### src/rtl/student_coeff_loader.sv
// Coefficient RAM write-side sequencer.
// Takes a valid/ready stream of coefficients and writes N consecutive words
// from a base address through RAM port A. It can then read the block back
// through port B and compare the readback sum against the load sum.
//
// state  | meaning
// -------+---------------------------------------------------------------
// IDLE   | waiting for start_i; parameters latched on start
// LOAD   | ready for stream words; each handshake writes one RAM word
// VERIFY | N reads on port B, then one drain cycle for the final read data
// DONE   | one-cycle done pulse; checksum_o already holds the load sum
module student_coeff_loader #(
    parameter int AddrWidth     = 10,
    parameter int CoeffDataSize = 16,
    parameter int ChecksumWidth = 32
) (
    input  logic                     clk_i,
    input  logic                     rst_ni,
    input  logic                     start_i,
    input  logic [AddrWidth-1:0]     base_addr_i,
    input  logic [AddrWidth:0]       num_coeff_i,
    input  logic                     verify_en_i,
    input  logic                     coeff_valid_i,
    input  logic [CoeffDataSize-1:0] coeff_data_i,
    output logic                     coeff_ready_o,
    output logic                     ram_ena_o,
    output logic                     ram_wea_o,
    output logic [AddrWidth-1:0]     ram_addra_o,
    output logic [CoeffDataSize-1:0] ram_dia_o,
    output logic                     ram_enb_o,
    output logic [AddrWidth-1:0]     ram_addrb_o,
    input  logic [CoeffDataSize-1:0] ram_dob_i,
    output logic                     busy_o,
    output logic                     done_o,
    output logic                     error_o,
    output logic [ChecksumWidth-1:0] checksum_o
);

    typedef enum logic [1:0] {
        ST_IDLE   = 2'd0,
        ST_LOAD   = 2'd1,
        ST_VERIFY = 2'd2,
        ST_DONE   = 2'd3
    } state_e;

    localparam logic [AddrWidth:0] CntOne = {{AddrWidth{1'b0}}, 1'b1};

    state_e                   state_q, state_d;
    logic [AddrWidth-1:0]     base_q, base_d;
    logic [AddrWidth:0]       num_q, num_d;
    logic [AddrWidth:0]       idx_q, idx_d;
    logic                     verify_q, verify_d;
    logic [ChecksumWidth-1:0] load_sum_q, load_sum_d;
    logic [ChecksumWidth-1:0] rb_sum_q, rb_sum_d;
    logic [ChecksumWidth-1:0] checksum_q, checksum_d;
    logic                     error_q, error_d;
    logic                     rd_vld_q, rd_vld_d;

    // idx counts handshakes in LOAD and issued reads in VERIFY; the address
    // wraps naturally because the sum is truncated to AddrWidth bits.
    logic [AddrWidth-1:0] cur_addr;
    assign cur_addr = base_q + idx_q[AddrWidth-1:0];

    // State and datapath registers; reset leaves everything at zero.
    always_ff @(posedge clk_i or negedge rst_ni) begin
        if (!rst_ni) begin
            state_q    <= ST_IDLE;
            base_q     <= '0;
            num_q      <= '0;
            idx_q      <= '0;
            verify_q   <= 1'b0;
            load_sum_q <= '0;
            rb_sum_q   <= '0;
            checksum_q <= '0;
            error_q    <= 1'b0;
            rd_vld_q   <= 1'b0;
        end else begin
            state_q    <= state_d;
            base_q     <= base_d;
            num_q      <= num_d;
            idx_q      <= idx_d;
            verify_q   <= verify_d;
            load_sum_q <= load_sum_d;
            rb_sum_q   <= rb_sum_d;
            checksum_q <= checksum_d;
            error_q    <= error_d;
            rd_vld_q   <= rd_vld_d;
        end
    end

    // Next-state logic plus the combinational RAM-port and stream outputs.
    always_comb begin
        state_d       = state_q;
        base_d        = base_q;
        num_d         = num_q;
        idx_d         = idx_q;
        verify_d      = verify_q;
        load_sum_d    = load_sum_q;
        rb_sum_d      = rb_sum_q;
        checksum_d    = checksum_q;
        error_d       = error_q;
        rd_vld_d      = 1'b0;
        coeff_ready_o = 1'b0;
        ram_ena_o     = 1'b0;
        ram_wea_o     = 1'b0;
        ram_addra_o   = '0;
        ram_dia_o     = '0;
        ram_enb_o     = 1'b0;
        ram_addrb_o   = '0;

        unique case (state_q)
            ST_IDLE: begin
                if (start_i) begin
                    base_d     = base_addr_i;
                    num_d      = num_coeff_i;
                    verify_d   = verify_en_i;
                    idx_d      = '0;
                    load_sum_d = '0;
                    rb_sum_d   = '0;
                    error_d    = 1'b0;
                    if (num_coeff_i == '0) begin
                        // Empty block: checksum of nothing is zero.
                        checksum_d = '0;
                        state_d    = ST_DONE;
                    end else begin
                        state_d = ST_LOAD;
                    end
                end
            end

            ST_LOAD: begin
                coeff_ready_o = 1'b1;
                if (coeff_valid_i) begin
                    ram_ena_o   = 1'b1;
                    ram_wea_o   = 1'b1;
                    ram_addra_o = cur_addr;
                    ram_dia_o   = coeff_data_i;
                    load_sum_d  = load_sum_q + ChecksumWidth'(coeff_data_i);
                    idx_d       = idx_q + CntOne;
                    if (idx_q == num_q - CntOne) begin
                        if (verify_q) begin
                            idx_d   = '0;
                            state_d = ST_VERIFY;
                        end else begin
                            checksum_d = load_sum_d;
                            state_d    = ST_DONE;
                        end
                    end
                end
            end

            ST_VERIFY: begin
                // Read data arrives one cycle after its enable.
                if (rd_vld_q) begin
                    rb_sum_d = rb_sum_q + ChecksumWidth'(ram_dob_i);
                end
                if (idx_q != num_q) begin
                    ram_enb_o   = 1'b1;
                    ram_addrb_o = cur_addr;
                    idx_d       = idx_q + CntOne;
                    rd_vld_d    = 1'b1;
                end else begin
                    // Drain cycle: the last read word has just been added.
                    error_d    = (rb_sum_d != load_sum_q);
                    checksum_d = load_sum_q;
                    state_d    = ST_DONE;
                end
            end

            ST_DONE: begin
                state_d = ST_IDLE;
            end

            default: begin
                state_d = ST_IDLE;
            end
        endcase
    end

    assign busy_o     = (state_q != ST_IDLE);
    assign done_o     = (state_q == ST_DONE);
    assign error_o    = error_q;
    assign checksum_o = checksum_q;

endmodule

### config.mk
export PLATFORM = sky130hd
export DESIGN_NAME = student_coeff_loader
export DESIGN_NICKNAME = d
export VERILOG_FILES = /design/src/rtl/student_coeff_loader.sv
export SDC_FILE = /design/constraint.sdc
export NUM_CORES = 1
export LEC_CHECK = 0
export ABC_AREA = 0
export CORE_MARGIN = 4
export CORE_UTILIZATION = 35
export CTS_CLUSTER_DIAMETER = 60
export DETAILED_ROUTE_END_ITERATION = 10
export MAX_ROUTING_LAYER = met4
export PLACE_DENSITY = 0.61
export SLEW_MARGIN = 15
export SYNTH_ARGS = -nofsm -noshare
export SYNTH_HDL_FRONTEND = slang
export SYNTH_SLANG_ARGS = --single-unit
### constraint.sdc
create_clock -name clk_i -period 3.39 [get_ports clk_i]
set_input_delay 0.339 -clock clk_i [delete_from_list [all_inputs] [get_ports clk_i]]
set_output_delay 0.339 -clock clk_i [all_outputs]
set_load 0.01 [all_outputs]
==> results.yml, run 1 <==
synth:
  yosysMostFrequentCell: "nand2_1"
  ys_seq_area_frac: 0.324
  synth_edf_count: 0
  ys_types: 80
  yosys_warnings: 0
  async_flop_share: 1.00
  synth_area_per_cell_um2: 8.35
  synth_nets: 1341
  synth.area.top_cells: "dfrtp_1 (32%), o21ai_0 (6.1%), ha_1 (5.8%), xnor2_1 (5.7%), nand2_1 (5.3%)"
  ys_ff_latch: 133
  synth_top_area_frac: 0.324
  yosysTopAreaCell: "dfrtp_1"
  syn-cell-area_mm2: 0.0103
  synthCells: 1232
  synth_common_cells: "nand2_1 (145), dfrtp_1 (133), o21ai_0 (126), nor2_1 (86), a21oi_1 (68)"
  synthFlopType: "dfrtp_1"
global_route:
  grt_use_total: 0.217
  grt_pass1_wl_mm: 55.1
  grt_max_degree: 54
  antenna_found_initial: 1
  grt_remaining_overflow: 0
  grt_pass1_vias: 9958
routing:
  dr.pass1.iters: 5
  ant_nets: 0
  post-route-drc-count: 0
  met3_length_mm: 1.73
  dr_wl_met2_mm: 16.5
  drt_iter0_drc: 602
  wl_met1_mm: 15.7
  wl_per_cell_um: 18.7
  routed_wl_mm: 34.5
  routed.top_layer: "met4"
  vias: 10200
  viasPerCell: 5.52
finish:
  antenna_cells: 0
  nNetsFinal: 1553
  syn2layout_area_growth_pct: 31.8
  fin_area_mm2: 0.0135
  drive_gt1_frac: 0.172
cts:
  tritoncts: "built"
  max-clock-path-buffers: 2
  insertion_delay_ns: 0.43
  clockRootBuffer: "clkbuf_16"
  path_clk_slew_ns: 0.07
  cts.sinks: 133
  cts_buffers: 17
  htreeDepth: 4
critical_path:
  worst_path_largest_cell_delay_ns: 0.51
  startpoint: "rb_sum_q[6]"
  startpoint_type: "register"
  critPathMaxFanout: 4
  end_kind: "register"
  cp_slowest_cell: "or4_1"
  worstRegToRegCells: 11
  path_cells: "ha_1 -> a21oi_1 -> o211ai_1 -> a32o_1 -> o31a_1 -> buf_4 -> o211ai_1 -> nand4_1 -> or4_1 -> nor4_2 -> a31oi_1"
  crit_buf_inv: 1
  crit_required_ns: 3.70
  rrSetupSlack_ns: 0.10
  arrival_ns: 3.59
  critPathTopFamily: "compound AO/OA/AOI/OAI gates"
  crit_type: "reg2reg"
  cp_common_cell: "o211ai_1"
  regToRegStartpoint: "rb_sum_q[6]"
  cp.depth: 11
placed_design:
  place_hpwl_mm: 26.7
  gp_congestion: 0.974
  port_buffers: 132
  postPlaceCellArea_mm2: 0.0128
floorplanning:
  dieArea_mm2: 0.0322
  row_count: 62
  io-pin-count: 133
  die_h_um: 179
  die_w_um: 179
  core_area_mm2: 0.0289
  start_util: 0.356
power_and_ir_drop:
  total_power_mw: 10.4
  p_per_area_mw_per_mm2: 765
  p_leak_nw: 6.05
  vdd_drop_max_uv: 400
sta:
  final.min_clock_period_ns: 3.29
  worst_slew_pin_slew_ns: 0.864
  slew_headroom: 0.418
  max_freq_mhz: 304
  finalCritPeriodShare: 0.970
  rsz0062_at_grt: "true"
  setup_viol: 0
  hold_viol_final: 0
  clock_skew_ns: 0.0125
  drv_slew: 0
flow_run:
  maxCapViolCount: 0
worst_hold_path:
  hp-class: "in2async"
run_status:
  status: "complete, no violations"
-- power breakdown --
part	total, mW	switching (mW)	internal, mW
registers	2.45	0.480	1.97
clock network	1.94	0.881	1.06
logic	5.98	3.35	2.63
total	10.4	4.71	5.66
-- through the flow --
| step | setup TNS, ns | util | cells | hold slack, ns | worst slack, ns |
|---|---|---|---|---|---|
| floorplan | 0 | - | 1232 | 0.0434 | 0.186 |
| global placement | -0.817 | 0.443 | 1801 | 0.343 | -0.413 |
| detailed placement | -1.39 | 0.443 | 1801 | 0.340 | -0.512 |
| CTS | 0 | 0.465 | 1835 | 0.446 | 0.0241 |
| global route | -0.0451 | 0.469 | 1841 | 0.475 | -0.0401 |
| finish | 0 | 0.469 | 1841 | 0.430 | 0.101 |
-- sequential cells by signal, indices dropped and copies added (netlist names), 2 cells and up --
signal and count:
idx_q 11, rb_sum_q 32, state_q 2, checksum_o 32, base_q 10, num_q 11
load_sum_q 32
-- cells in the final DEF, fill, tap and decap left out, types with 43 or more instances in the layout --
master	synthesis	final
o21ai_0	126	124
and3_1	43	43
a21oi_1	68	63
ha_1	48	46
dfrtp_1	133	130
clkdlybuf4s50_1	0	126
nand2_1	145	145
xnor2_1	67	66
nor2_1	86	85
buf_4	5	136
-- kinds of logic after synthesis --
family / Yosys count / share of synthesized area
compound gates: 370 / 0.233
xor+xnor: 99 / 0.0843
mux: 48 / 0.0503
flops: 133 / 0.324
simple gates: 412 / 0.197
buf+inv: 119 / 0.0473
fa+ha+maj: 51 / 0.0642
-- timing repair --
action | in CTS | in global routing
endpoints found under the hold margin | 51 | 0
hold buffers | 1 | 0
setup buffers | 1 | 6
pin swaps | 2 | 18
resized for setup | 10 | 25
endpoints found under the setup margin | 9 | 12
-- final timing paths --
kind	endpoint
setup / recovery	error_o
hold / removal	rb_sum_q[4]
setup reg to reg	error_o
hold reg to reg	checksum_o[1]
max in group asynchronous	num_q[9]
min in group clk_i	checksum_o[1]
-- area by class of cell --
cell class              instances  area, µm²
fillers                      2845      15300
multi-input cells             980       6570
flip-flops and latches        133       3330
repair buffers                273       2420
well taps                     384        480
clock buffers                  17        425
clock inverters                15        176
inverters                      39        146
-- metal layers --
layer	GRT usage	vias up
met3	0.0342	33
met4	0.0475	0
met1	0.290	4946
met5	-	-
li1	-	4888
met2	0.352	288
Power figures use the tool's default switching activity.
==> run 2, diff against run 1 <==
Settings changed: SKIP_CTS_REPAIR_TIMING set to 1.
==> results.yml, run 2 (synthesis gave the netlist of run 1 again) <==
run_status:
  status: "complete, no violations"
placed_design:
  place_hpwl_mm: 26.7
  postPlaceCellArea_mm2: 0.0128
  dp_cells: 1801
  gp_congestion: 0.974
  place_ws_ns: -0.512
  port_buffers: 132
routing:
  vias: 10100
  dr.pass1.iters: 5
  ant_nets: 0
  post-route-drc-count: 0
  drt_iter0_drc: 593
  viasPerCell: 5.50
  wl_per_cell_um: 18.8
  routed_wl_mm: 34.6
critical_path:
  arrival_ns: 3.62
  path_cells: "clkdlybuf4s50_1 -> ha_2 -> inv_1 -> fa_2 -> and2b_2 -> o31ai_4 -> a2111o_1 -> buf_4 -> nand3_1 -> a21oi_1 -> o31a_1 -> a2111o_1 -> nor4_2 -> a31oi_1"
  crit_type: "in2reg"
  end_kind: "register"
  startpoint_type: "primary input"
  crit_required_ns: 3.70
  worst_path_largest_cell_delay_ns: 0.50
  cp_common_cell: "a2111o_1"
  cp_slowest_cell: "clkdlybuf4s50_1"
  critPathMaxFanout: 5
floorplanning:
  die_w_um: 179
  die_h_um: 179
  row_count: 62
  dieArea_mm2: 0.0322
  start_util: 0.356
  core_area_mm2: 0.0289
  io-pin-count: 133
finish:
  fin_area_mm2: 0.0136
  drive_gt1_frac: 0.176
  most-common-layout-cells: "nand2_1 (145), buf_4 (134), dfrtp_1 (130), o21ai_0 (125), clkdlybuf4s50_1 (125)"
  antenna_cells: 0
  nNetsFinal: 1552
  fin_cells: 1840
  syn2layout_area_growth_pct: 32.4
  final_common_cell: "nand2_1"
  fillers: 2845
global_route:
  grt_pass1_wl_mm: 55.0
  grt_pass1_vias: 9935
  grt_remaining_overflow: 0
  antenna_found_initial: 1
  grt_use_total: 0.217
  grt_max_degree: 54
cts:
  cts_buffers: 17
  insertion_delay_ns: 0.43
  cts.sinks: 133
  htreeDepth: 4
  tritoncts: "built"
  clockRootBuffer: "clkbuf_16"
  path_clk_slew_ns: 0.07
  max-clock-path-buffers: 2
sta:
  final.min_clock_period_ns: 3.32
  hold_viol_final: 0
  tns_ns: 0
  clock_skew_ns: 0.0117
  worst_slew_pin_slew_ns: 0.923
  slew_headroom: 0.378
  setup_viol: 0
  setup_slack_ns: 0.0717
  max_freq_mhz: 301
  drv_slew: 0
  finalCritPeriodShare: 0.979
power_and_ir_drop:
  p_leak_nw: 6.12
  p_per_area_mw_per_mm2: 762
  vdd_drop_max_uv: 401
worst_hold_path:
  hp-class: "in2async"
flow_run:
  maxCapViolCount: 0
run 2: cell count changes in the layout (fill, tap and decap cells not counted), moves of 2 or more:
cell	delta
ha_1	-5
dlygate4sd2_1	-4
ha_4	+2
dlymetal6s2s_1	+5
ha_2	+3
buf_4	-2
run 2: layer usage:
metal,vias up,wire [µm],GRT usage
met3,35,1760,0.0342
met5,-,0,-
met4,0,554,0.0475
met2,286,16500,0.351
met1,4924,15800,0.290
li1,4878,-,-
run 2: where the power goes:
| part | internal [mW] | switching [mW] | total [mW] |
|---|---|---|---|
| Clock | 1.06 | 0.883 | 1.94 |
| Sequential | 1.97 | 0.488 | 2.46 |
| Combinational | 2.63 | 3.35 | 5.98 |
run 2: layout make-up:
class,instances,area (µm²),share of cell area
inverters,39,146,0.0108
multi-input cells,980,6620,0.486
flip-flops and latches,133,3330,0.245
well taps,384,480,0.0353
clock inverters,15,176,0.0130
repair buffers,272,2440,0.179
clock buffers,17,425,0.0312
run 2: critical path: cells and delay by family:
family,cells,cell delay (ns)
AO/OA/AOI/OAI,6,1.40
AND/OR/NAND/NOR,3,0.62
adder cells (fa/ha/maj),2,0.54
buffers and inverters,3,0.73
run 2: worst paths after layout:
| kind | start | end | slack (ns) | cells after the start |
|---|---|---|---|---|
| setup reg to reg | rb_sum_q[0] | error_o | 0.12 | 13 |
| setup / recovery | ram_dob_i[0] | error_o | 0.07 | 14 |
| min in group clk_i | checksum_o[1] | checksum_o[1] | 0.48 | 2 |
| hold / removal | rst_ni | rb_sum_q[4] | 0.43 | 2 |
| hold reg to reg | checksum_o[1] | checksum_o[1] | 0.48 | 2 |
| max in group asynchronous | rst_ni | rd_vld_q | 2.14 | 3 |
run 2: per-stage QoR:
stage               power (mW)  hold WS (ns)  utilization
global placement          8.24         0.343        0.443
detailed placement        8.29         0.340        0.443
finish                    10.4         0.429        0.472
floorplan                 5.95        0.0434            -
CTS                       10.3        -0.124        0.464
global route              11.1         0.475        0.472
